==> src/rtl/display_scan_decoder.sv <==
// Four-digit multiplexed 7-segment driver for the microwave MM:SS timer.
// Latches BCD digits, scans them onto a shared bus, with blanking, colon and blink.
module display_scan_decoder #(
    parameter int SCAN_DIV  = 1000,
    parameter int BLINK_DIV = 250
) (
    input  logic        clk,
    input  logic        rst,
    input  logic        load,
    input  logic [15:0] bcd_in,
    input  logic        blank_lz,
    input  logic        colon_en,
    input  logic        blink_en,
    output logic [6:0]  seg,
    output logic [3:0]  an,
    output logic        dp,
    output logic        frame_tick
);

    localparam int PW = (SCAN_DIV  > 1) ? $clog2(SCAN_DIV)  : 1;
    localparam int BW = (BLINK_DIV > 1) ? $clog2(BLINK_DIV) : 1;

    typedef enum logic {
        PHASE_VISIBLE = 1'b0,
        PHASE_HIDDEN  = 1'b1
    } phase_t;

    logic [15:0]   shadow_q, shadow_d;
    logic [PW-1:0] prescaler_q, prescaler_d;
    logic [1:0]    idx_q, idx_d;
    logic [BW-1:0] blinkCnt_q, blinkCnt_d;
    phase_t        phase_q, phase_d;
    logic [6:0]    seg_q, seg_d;
    logic [3:0]    an_q, an_d;
    logic          dp_q, dp_d;
    logic          frameTick_q, frameTick_d;

    logic       scanWrap;
    logic       frameWrap;
    logic       hidden;
    logic       blankD3;
    logic       blankD2;
    logic       slotBlank;
    logic [3:0] digit;

    function automatic logic [6:0] decodeDigit(input logic [3:0] d);
        logic [6:0] s;
        case (d)
            4'd0:    s = 7'b1000000;
            4'd1:    s = 7'b1111001;
            4'd2:    s = 7'b0100100;
            4'd3:    s = 7'b0110000;
            4'd4:    s = 7'b0011001;
            4'd5:    s = 7'b0010010;
            4'd6:    s = 7'b0000010;
            4'd7:    s = 7'b1111000;
            4'd8:    s = 7'b0000000;
            4'd9:    s = 7'b0010000;
            default: s = 7'b0111111;
        endcase
        return s;
    endfunction

    always_ff @(posedge clk or posedge rst) begin
        if (rst) begin
            shadow_q    <= '0;
            prescaler_q <= '0;
            idx_q       <= '0;
            blinkCnt_q  <= '0;
            phase_q     <= PHASE_VISIBLE;
            seg_q       <= 7'h7F;
            an_q        <= 4'hF;
            dp_q        <= 1'b1;
            frameTick_q <= 1'b0;
        end else begin
            shadow_q    <= shadow_d;
            prescaler_q <= prescaler_d;
            idx_q       <= idx_d;
            blinkCnt_q  <= blinkCnt_d;
            phase_q     <= phase_d;
            seg_q       <= seg_d;
            an_q        <= an_d;
            dp_q        <= dp_d;
            frameTick_q <= frameTick_d;
        end
    end

    always_comb begin
        scanWrap    = (prescaler_q == PW'(SCAN_DIV - 1));
        frameWrap   = scanWrap && (idx_q == 2'd3);
        prescaler_d = scanWrap ? '0 : prescaler_q + 1'b1;
        idx_d       = scanWrap ? idx_q + 2'd1 : idx_q;
        frameTick_d = frameWrap;
        shadow_d    = load ? bcd_in : shadow_q;

        // Dropping blink_en restarts the blink cadence from a visible phase.
        blinkCnt_d = blinkCnt_q;
        phase_d    = phase_q;
        if (!blink_en) begin
            blinkCnt_d = '0;
            phase_d    = PHASE_VISIBLE;
        end else if (frameWrap) begin
            if (blinkCnt_q == BW'(BLINK_DIV - 1)) begin
                blinkCnt_d = '0;
                phase_d    = (phase_q == PHASE_VISIBLE) ? PHASE_HIDDEN : PHASE_VISIBLE;
            end else begin
                blinkCnt_d = blinkCnt_q + 1'b1;
            end
        end

        digit   = shadow_q[3:0];
        case (idx_q)
            2'd0: digit = shadow_q[3:0];
            2'd1: digit = shadow_q[7:4];
            2'd2: digit = shadow_q[11:8];
            2'd3: digit = shadow_q[15:12];
            default: digit = shadow_q[3:0];
        endcase

        // Minute-units only blanks when minute-tens is already blank.
        blankD3   = blank_lz && (shadow_q[15:12] == 4'd0);
        blankD2   = blankD3 && (shadow_q[11:8] == 4'd0);
        slotBlank = ((idx_q == 2'd3) && blankD3) || ((idx_q == 2'd2) && blankD2);
        hidden    = blink_en && (phase_q == PHASE_HIDDEN);

        seg_d = slotBlank ? 7'h7F : decodeDigit(digit);
        an_d  = ~(4'b0001 << idx_q);
        dp_d  = !((idx_q == 2'd2) && colon_en);
        if (hidden) begin
            seg_d = 7'h7F;
            an_d  = 4'hF;
            dp_d  = 1'b1;
        end
    end

    assign seg        = seg_q;
    assign an         = an_q;
    assign dp         = dp_q;
    assign frame_tick = frameTick_q;

endmodule

==> config.mk <==
export PLATFORM = sky130hd
export DESIGN_NAME = display_scan_decoder
export DESIGN_NICKNAME = d
export VERILOG_FILES = /design/src/rtl/display_scan_decoder.sv
export SDC_FILE = /design/constraint.sdc
export NUM_CORES = 1
export LEC_CHECK = 0
export CORE_MARGIN = 1.5
export CORE_UTILIZATION = 39
export DETAILED_ROUTE_END_ITERATION = 7
export PLACE_DENSITY = 0.63
export SLEW_MARGIN = 40
export SYNTH_ARGS = -nofsm -noshare
export SYNTH_HDL_FRONTEND = slang
export SYNTH_SLANG_ARGS = --single-unit
export TNS_END_PERCENT = 5
==> constraint.sdc <==
create_clock -name clk -period 2.8 [get_ports clk]
set_clock_uncertainty 0.1 [all_clocks]
set_input_delay 0.56 -clock clk [delete_from_list [all_inputs] [get_ports clk]]
set_output_delay 0.56 -clock clk [all_outputs]
set_load 0.02 [all_outputs]
==> summary by stage, run 1 <==
Finish
The fraction of layout cells with a size suffix above 1 is between 10% and 20%. From synthesis to final layout, the design area changed by 22.6%. The net count of the finished layout is between 200 and 300. The summed area of non-filler cells in the final layout is 2990 sq um. Fill cells in the final layout number approximately 530. The final core area utilization is around 50%. The repair_antennas step left the layout with diodes totalling 0.

Logic synthesis
The net count after synthesis is roughly 260. After synthesis, the mean cell area works out to between 10 and 15 sq um. By area the synthesized netlist is led by sky130_fd_sc_hd__dfrtp_1 (39%), sky130_fd_sc_hd__dfstp_2 (13%), sky130_fd_sc_hd__mux2_2 (6.5%), sky130_fd_sc_hd__ha_1 (5.6%), sky130_fd_sc_hd__nand2_1 (3.2%). In the synthesized netlist the async set-or-reset flop fraction comes to 100%. Counting instances in the post-synthesis netlist gives the leading cell types as sky130_fd_sc_hd__dfrtp_1 (38), sky130_fd_sc_hd__nand2_1 (21), sky130_fd_sc_hd__inv_1 (16). For this run, the register share of the synthesized area comes to approximately 52%. The most instantiated flip-flop cell in the synthesis netlist is sky130_fd_sc_hd__dfrtp_1. Synthesis handed over a netlist of around 220 instances. The number of flops mapped to enable cells by yosys is 0. By instance count, the leading cell after synthesis is sky130_fd_sc_hd__dfrtp_1. The synthesis warning total is 0. In this run, synthesis produced a sequential element count of 50. The post-synthesis instance area is between 2000 and 2500 sq um. Counting distinct cell types in the post-synthesis netlist gives 44. After synthesis, the largest area contributor takes up between 30% and 40% of total cell area.

Of all cell types, the one taking the most synthesized area is sky130_fd_sc_hd__dfrtp_1.

Setup path
The delay of the slowest critical-path stage is about 450 ps. By instance count, the cell type seen most on the critical path is sky130_fd_sc_hd__inv_1. Along the worst path, the maximum fanout reaches 11.

The data arrival time of the worst path is approximately 2500 ps. The type of origin of the critical path is a flip-flop. The signal on the critical path passes through inv_1 -> ha_1 -> a222oi_1 -> mux2i_2 -> inv_1 -> ha_1 -> inv_1 -> o21ai_0 -> nand4_1.

The critical path class is reg -> reg. The critical path endpoint category is a flip-flop. The slowest stage of the critical path belongs to the cell sky130_fd_sc_hd__mux2i_2.

STA puts the critical path data required time at a little under 3000 ps.

Floorplanning
Measured along the x axis, the die boundary spans a little over 80 um. The count of boundary I/O pins is 35. The die covers ~6700 sq um. Once the floorplan was initialized, standard cells occupied 40.7% of the core.

The floorplan die height is 82.1 um. The core box area is roughly 6000 sq um. Row generation in the floorplan step produced 28 rows.

STA
Setup violations remaining at the end of the flow were counted as 0. The count of pins over their slew limit came to 0. The final-report hold violation count is 0. The time the final worst path needs with I/O delays and setup is roughly 2400 ps. The transition time at the pin with the least slew margin is approximately 760 ps. The share of the cycle needed by the critical path after routing is around 85%.

Setup slack on the critical path of the routed design comes to about 420 ps. Setup repair after global routing left no endpoint under its margin. The fmax is ~420 MHz.

In the final timing run, aggregate negative setup slack is 0 ps. In this run the tightest slew margin relative to its limit is 48.1%.

Clocking
For this design, the sink count on the clock tree is 50. The count of buffers added by post-CTS timing repair for setup is 0. The maximum level of the CTS H-tree is 2. The total of cells resized after clock tree synthesis is 0. The clock root buffer is sky130_fd_sc_hd__clkbuf_8.

The clock latency reported for the late side of the worst-skew pair is approximately 300 ps. The clock-pin slew on the worst setup and hold paths is around 90 ps. TritonCTS created 5 clock buffers. The maximum buffer depth of the clock tree is 2. TritonCTS built the clock tree. The hold buffer count at CTS is 0.

Route
The aggregate routed wire length is between 4 and 5 mm. The wire length per cell after detailed routing is about 13 um. The DRC violation total after the first TritonRoute iteration is between 80 and 90.

The first-pass iteration count of the detailed router is 4. The total vias in the final route is between 1.5k and 2k. For this run, design rule violations remaining after detail routing come to 0. The detail-routed via count per cell is between 5 and 6. The number of nets still failing antenna checks after routing is 0.

Power
The total power divided by cell area is around 470 nW/um^2. In this run the static leakage power is about 1.3 nW. The worst-case vdd ir drop is roughly 0.26 mV.

Global routing
The number of antenna violations at the first check in global routing is 0. The overall overflow remaining after global route is 0. Global routing used between 10% and 20% of the available tracks. The largest net degree at the start of global routing is 27. The via count of the first global-routing pass came to roughly 1.6k.

The first global-routing pass estimated 7.87 mm of wire.

Flow run
The total of max-cap violations is 0.

Placed design
Once placement finished, the instance area stood at 2900 sq um. The wire-length estimate of the detail-placed layout is approximately 3.4 mm. The count of buffers added on input and output ports is 34.

At the end of routability-driven placement, the weighted congestion stood at 0.798. Timing analysis after detailed placement gives a worst setup slack of roughly 450 ps.

Hold path
In this run the worst hold path is classified as reg -> reg.

Run status
The flow ran to the end, and the final reports show no timing, DRC or antenna violations.
## through the flow
step	hold WS, ps	std cells	total power, W
2_1_floorplan	340	224	0.000898
3_3_place_gp	361	331	0.000983
3_5_place_dp	368	331	0.000986
4_1_cts	380	339	0.00143
5_1_grt	413	339	0.00148
6_report	374	339	0.00140
## logic make-up (layout without fill, tap and decap cells)
kind of cell / count (synthesis) / count (layout) / synth area share [%]
and+or+nand+nor: 70 / 70 / 15.5
adders and majority gates: 11 / 11 / 5.64
xor gates and xnor gates: 7 / 7 / 2.51
AOI/OAI and AO/OA: 44 / 44 / 12.2
muxes: 19 / 19 / 8.67
DFF: 50 / 50 / 51.9
buffers and inverters: 23 / 63 / 3.59
## final cells by class
type / instances / area [sq um] / share of cell area (%)
Sequential cell: 50 / 1270 / 42.3
Multi-Input combinational cell: 151 / 1090 / 36.3
Clock buffer: 6 / 82.6 / 2.76
Inverter: 16 / 60.1 / 2.01
Timing Repair Buffer: 39 / 390 / 13.0
Clock inverter: 2 / 12.5 / 0.418
Tap cell: 75 / 93.8 / 3.14
## routing by layer
| metal | GRT usage (%) | routed length (um) |
|---|---|---|
| met3 | 4.18 | 142 |
| met5 | 0 | 0 |
| met1 | 22.9 | 2320 |
| met2 | 21.7 | 2000 |
| met4 | 6.44 | 85 |
## report_power, final
part           internal, W  switching, W
Combinational    0.0000944     0.0000863
Sequential        0.000770     0.0000177
Clock             0.000199      0.000237
Total              0.00106      0.000341
## state kept, by name, indices dropped and copies added, names as in the netlist
signal,flops
frame_tick,1
seg,7
an,4
blinkCnt_q,8
dp,1
prescaler_q,10
phase_q,1
shadow_q,16
idx_q,2
## cell usage in the layout, fill, tap and decap left out, types with 6 or more instances in the layout
cell	n
sky130_fd_sc_hd__ha_1	11
sky130_fd_sc_hd__nand2_1	21
sky130_fd_sc_hd__dfrtp_1	38
sky130_fd_sc_hd__clkdlybuf4s50_1	34
sky130_fd_sc_hd__o21ai_0	14
sky130_fd_sc_hd__mux2_2	14
sky130_fd_sc_hd__nand3_1	8
sky130_fd_sc_hd__nor2_1	10
sky130_fd_sc_hd__a21oi_1	6
sky130_fd_sc_hd__dfstp_2	12
sky130_fd_sc_hd__clkbuf_8	6
sky130_fd_sc_hd__inv_1	15
## worst paths after layout
path / startpoint / endpoint / slack, ps / cells after the start
worst max-delay path: idx_q[0] / seg[3] / 420 / 9
worst min-delay path: prescaler_q[0] / prescaler_q[0] / 370 / 1
worst max register to register: idx_q[0] / seg[3] / 420 / 9
worst min register to register: prescaler_q[0] / prescaler_q[0] / 370 / 1
max in group asynchronous: rst / an[0] / 1510 / 3
min in group asynchronous: rst / blinkCnt_q[1] / 500 / 2
## worst max-delay path, delay by kind of cell (launching register included)
| family | cells | cell delay (ps) |
|---|---|---|
| and+or+nand+nor | 1 | 110 |
| adders and majority gates | 2 | 620 |
| DFF | 1 | 420 |
| AOI/OAI and AO/OA | 2 | 310 |
| muxes | 1 | 450 |
| buffers and inverters | 3 | 290 |
(Power assumes the default switching activity.)
==> inputs of run 2 (changes only) <==
--- a/config.mk
+++ b/config.mk
@@ -8,7 +8,7 @@
 export CORE_MARGIN = 1.5
 export CORE_UTILIZATION = 39
 export DETAILED_ROUTE_END_ITERATION = 7
-export PLACE_DENSITY = 0.63
+export PLACE_DENSITY = 0.66
 export SLEW_MARGIN = 40
 export SYNTH_ARGS = -nofsm -noshare
 export SYNTH_HDL_FRONTEND = slang
==> constraint.sdc (replaced) <==
create_clock -name clk -period 2.17 [get_ports clk]
set_clock_uncertainty 0.1 [all_clocks]
set_input_delay 0.434 -clock clk [delete_from_list [all_inputs] [get_ports clk]]
set_output_delay 0.434 -clock clk [all_outputs]
set_load 0.02 [all_outputs]
==> run 2 against run 1 <==
Flip-flop and latch count is the same. Worst hold slack got worse by 21 ps. Design area is 7.4% higher. Critical path depth fell by 2. Utilization is 3.7 points higher. Total power is 47% higher. Fmax increased by 12%. Via count grew 4.0%. Routed wire length is 4.4% higher. Global-route usage rose by 0.42 points. Die area did not move. Largest cell class unchanged. Largest power group unchanged.
==> summary by stage, run 2 (synthesis results as in run 1) <==
Run status
The flow ran to the end, and the final reports show no timing, DRC or antenna violations.

Finish
The synthesis-to-layout area growth is 31.7%. The most frequent standard cell in the layout excluding fill and tap cells is sky130_fd_sc_hd__dfrtp_1. Leaving out fill and tap cells, the most frequent cells in the layout are sky130_fd_sc_hd__dfrtp_1 (38), sky130_fd_sc_hd__clkdlybuf4s50_1 (34), sky130_fd_sc_hd__nand2_1 (20).

The fraction of layout cells with a size suffix above 1 is 24.4% (+7.3 points). In the final layout, the registers with the most flip-flops are shadow_q x16, prescaler_q x10, blinkCnt_q x8. shadow_q holds more flip-flops than any other register.

The net count of the finished layout is 311 (+5.1%). The number of flip-flops under the largest register name is 16 (unchanged). The antenna cell count came to 0 (unchanged).

Placed design
The global placer's final weighted congestion is 0.792 (-0.78%). The HPWL after detailed placement is 3.39 mm (-0.90%). The worst setup slack after placement is 14.7 ps (-440 ps).

The total of buffers placed on input and output ports came to 34 (unchanged).

Route
The total vias in the final route is 1815 (+4.0%). The number of nets still failing antenna checks after routing is 0 (unchanged). The first-pass iteration count of the detailed router came to 4 (unchanged). The number of DRC violations after detailed routing is 0 (unchanged).

The wire length per cell after detailed routing was 13.4 um (about the same). The detail-routed via count per cell is 5.13 (-0.40%). The aggregate routed wire length is 4.75 mm (+4.4%). The DRC violation total after the first TritonRoute iteration came to 97 (+13%).

Setup path
The library cell appearing most often on the critical path is sky130_fd_sc_hd__buf_4. The kind of cell adding the most delay to the critical path is simple AND/OR/NAND/NOR gates. The critical-path cell with the highest stage delay is sky130_fd_sc_hd__or4b_4. The critical path class is reg -> reg. The worst setup path is captured at a flip-flop. The data arrival time of the worst path is 2270 ps (-220 ps). The maximum fanout along the worst path is 6 (-5). The worst setup path is launched from a flip-flop.

The delay of the slowest critical-path stage came to 490 ps (+40 ps). The total buffers and inverters traversed by the critical path was 2 (-1). The required arrival time at the worst endpoint is 2320 ps (-600 ps). The critical path goes through buf_4 -> ha_4 -> a222oi_1 -> buf_4 -> mux2i_2 -> or4b_4 -> nand4_1.

Power
The clock network fraction of design power is 38.7% (+7.7 points). The cell-internal power is 0.00162 W (+52%). The share of total power consumed by net switching is 21.7% (-2.6 points).

The total power divided by cell area is 643 nW/um^2 (+37%). The standby leakage power is 1.38 nW (+7.4%). The share of power burned in registers came to 49.2% (-6.9 points). The reported net switching power came to 0.000448 W (+31%).

The share of total power in combinational logic came to 12.1% (-0.8 points). The worst-case vdd ir drop is 0.431 mV (+66%).

Global routing
The via count of the first global-routing pass was 1747 (+8.0%). The largest net degree at the start of global routing is 51 (+89%). The wire length of the first global-routing pass is 8.14 mm (+3.4%).

The number of antenna violations at the first check in global routing came to 0 (unchanged). The overall overflow remaining after global route is 0 (unchanged). The global-route total usage across every layer is 16.0% (+0.42 points).

STA
The count of pins over their slew limit is 0 (unchanged). The transition time at the pin with the least slew margin is 367 ps (-390 ps). The share of the cycle needed by the critical path after routing is 97.8% (+13 points). Setup repair after global routing could not meet its margin everywhere. The fmax is 471 MHz (+12%). The worst hold slack is 353 ps (-21.2 ps). The time the final worst path needs with I/O delays and setup came to 2120 ps (-253 ps). The count of endpoints failing setup in the final report was 0 (unchanged). The post-route worst setup slack is 47.3 ps (-377 ps). The final-report hold violation count is 0 (unchanged).

The relative slew slack is 75.5% (+27 points).

Clocking
The maximum level of the CTS H-tree is 2 (unchanged). The hold buffer count at CTS was 0 (unchanged). TritonCTS built the clock tree.

The total CTS buffers is 5 (unchanged). The number of sinks handled by clock tree synthesis was 50 (unchanged). The clock latency reported for the late side of the worst-skew pair is 300 ps (about the same). The root buffer cell chosen for the clock tree is sky130_fd_sc_hd__clkbuf_8.

The clock-pin slew on the worst setup and hold paths is 90 ps (about the same). The maximum buffer depth of the clock tree is 2 (unchanged).

Hold path
The class of the most critical hold timing path is in -> async.

Floorplanning
The row count came to 28 (unchanged). The initial cell density of the core is 40.7% (unchanged). The floorplan die area is 6740 sq um (unchanged). The core box area is 5990 sq um (unchanged).

The count of boundary I/O pins is 35 (unchanged). The floorplan die height came to 82.1 um (unchanged). The overall die width came to 82.1 um (unchanged).

Flow run
The total of max-cap violations is 0 (unchanged).
## run 2: final cells by class
type	instances	area (sq um)
clock buffer	6	82.6
sequential	50	1270
fill	532	2780
timing repair buffer	54	507
multi-input combinational	151	1140
inverter	16	60.1
clock inverter	2	60.1
tap	75	93.8
## run 2: power by group through the flow
stage	logic (W)	clock network [W]	registers (W)
finish	0.000251	0.000799	0.00102
global route	0.000279	0.000861	0.00102
detailed placement	0.000246	0	0.00104
CTS	0.000246	0.000818	0.00102
global placement	0.000242	0	0.00104
floorplan	0.000105	0	0.00106
## run 2: worst paths after layout
check	start	endpoint	slack, ps	cells past startpoint
max	idx_q[1]	seg[3]	50	7
min	rst	blinkCnt_q[2]	350	3
max reg2reg	idx_q[1]	seg[3]	50	7
min reg2reg	prescaler_q[0]	prescaler_q[0]	380	1
max in group asynchronous	rst	an[2]	1310	3
min in group clk	prescaler_q[0]	prescaler_q[0]	380	1
## run 2: worst reg2reg max path: stages, from the launching register on
cell                       delay, ps
sky130_fd_sc_hd__dfrtp_1         420
sky130_fd_sc_hd__buf_4           160
sky130_fd_sc_hd__ha_4            170
sky130_fd_sc_hd__a222oi_1        370
sky130_fd_sc_hd__buf_4           190
sky130_fd_sc_hd__mux2i_2          70
sky130_fd_sc_hd__or4b_4          490
sky130_fd_sc_hd__nand4_1         110
## run 2: timing repair
item	CTS	global route
gates cloned	0	0
endpoints found under the hold margin	0	0
resized for setup	0	13
pin swaps	1	6
setup buffers	0	3
setup endpoints to repair	1	7
## run 2: metal layers
metal | vias up | global-route usage, % | part of all wire, % | wire length [um]
met1 | 877 | 22.1 | 48 | 2290
li1 | 902 | - | - | -
met5 | - | 0 | 0 | 0
met3 | 7 | 3.19 | 2.9 | 138
met2 | 29 | 24.7 | 47 | 2230
met4 | 0 | 6.78 | 1.8 | 86
## run 2: metrics by stage
step / TNS [ps] / total power (W) / cell area [sq um] / utilization [%] / std cells
2_1_floorplan: 0 / 0.00116 / 2450 / - / 224
6_report: 0 / 0.00207 / 3210 / 53.6 / 354
3_3_place_gp: 0 / 0.00128 / 3000 / 50.0 / 343
5_1_grt: -223 / 0.00216 / 3210 / 53.6 / 354
4_1_cts: 0 / 0.00208 / 3140 / 52.4 / 351
3_5_place_dp: 0 / 0.00128 / 3000 / 50.0 / 343
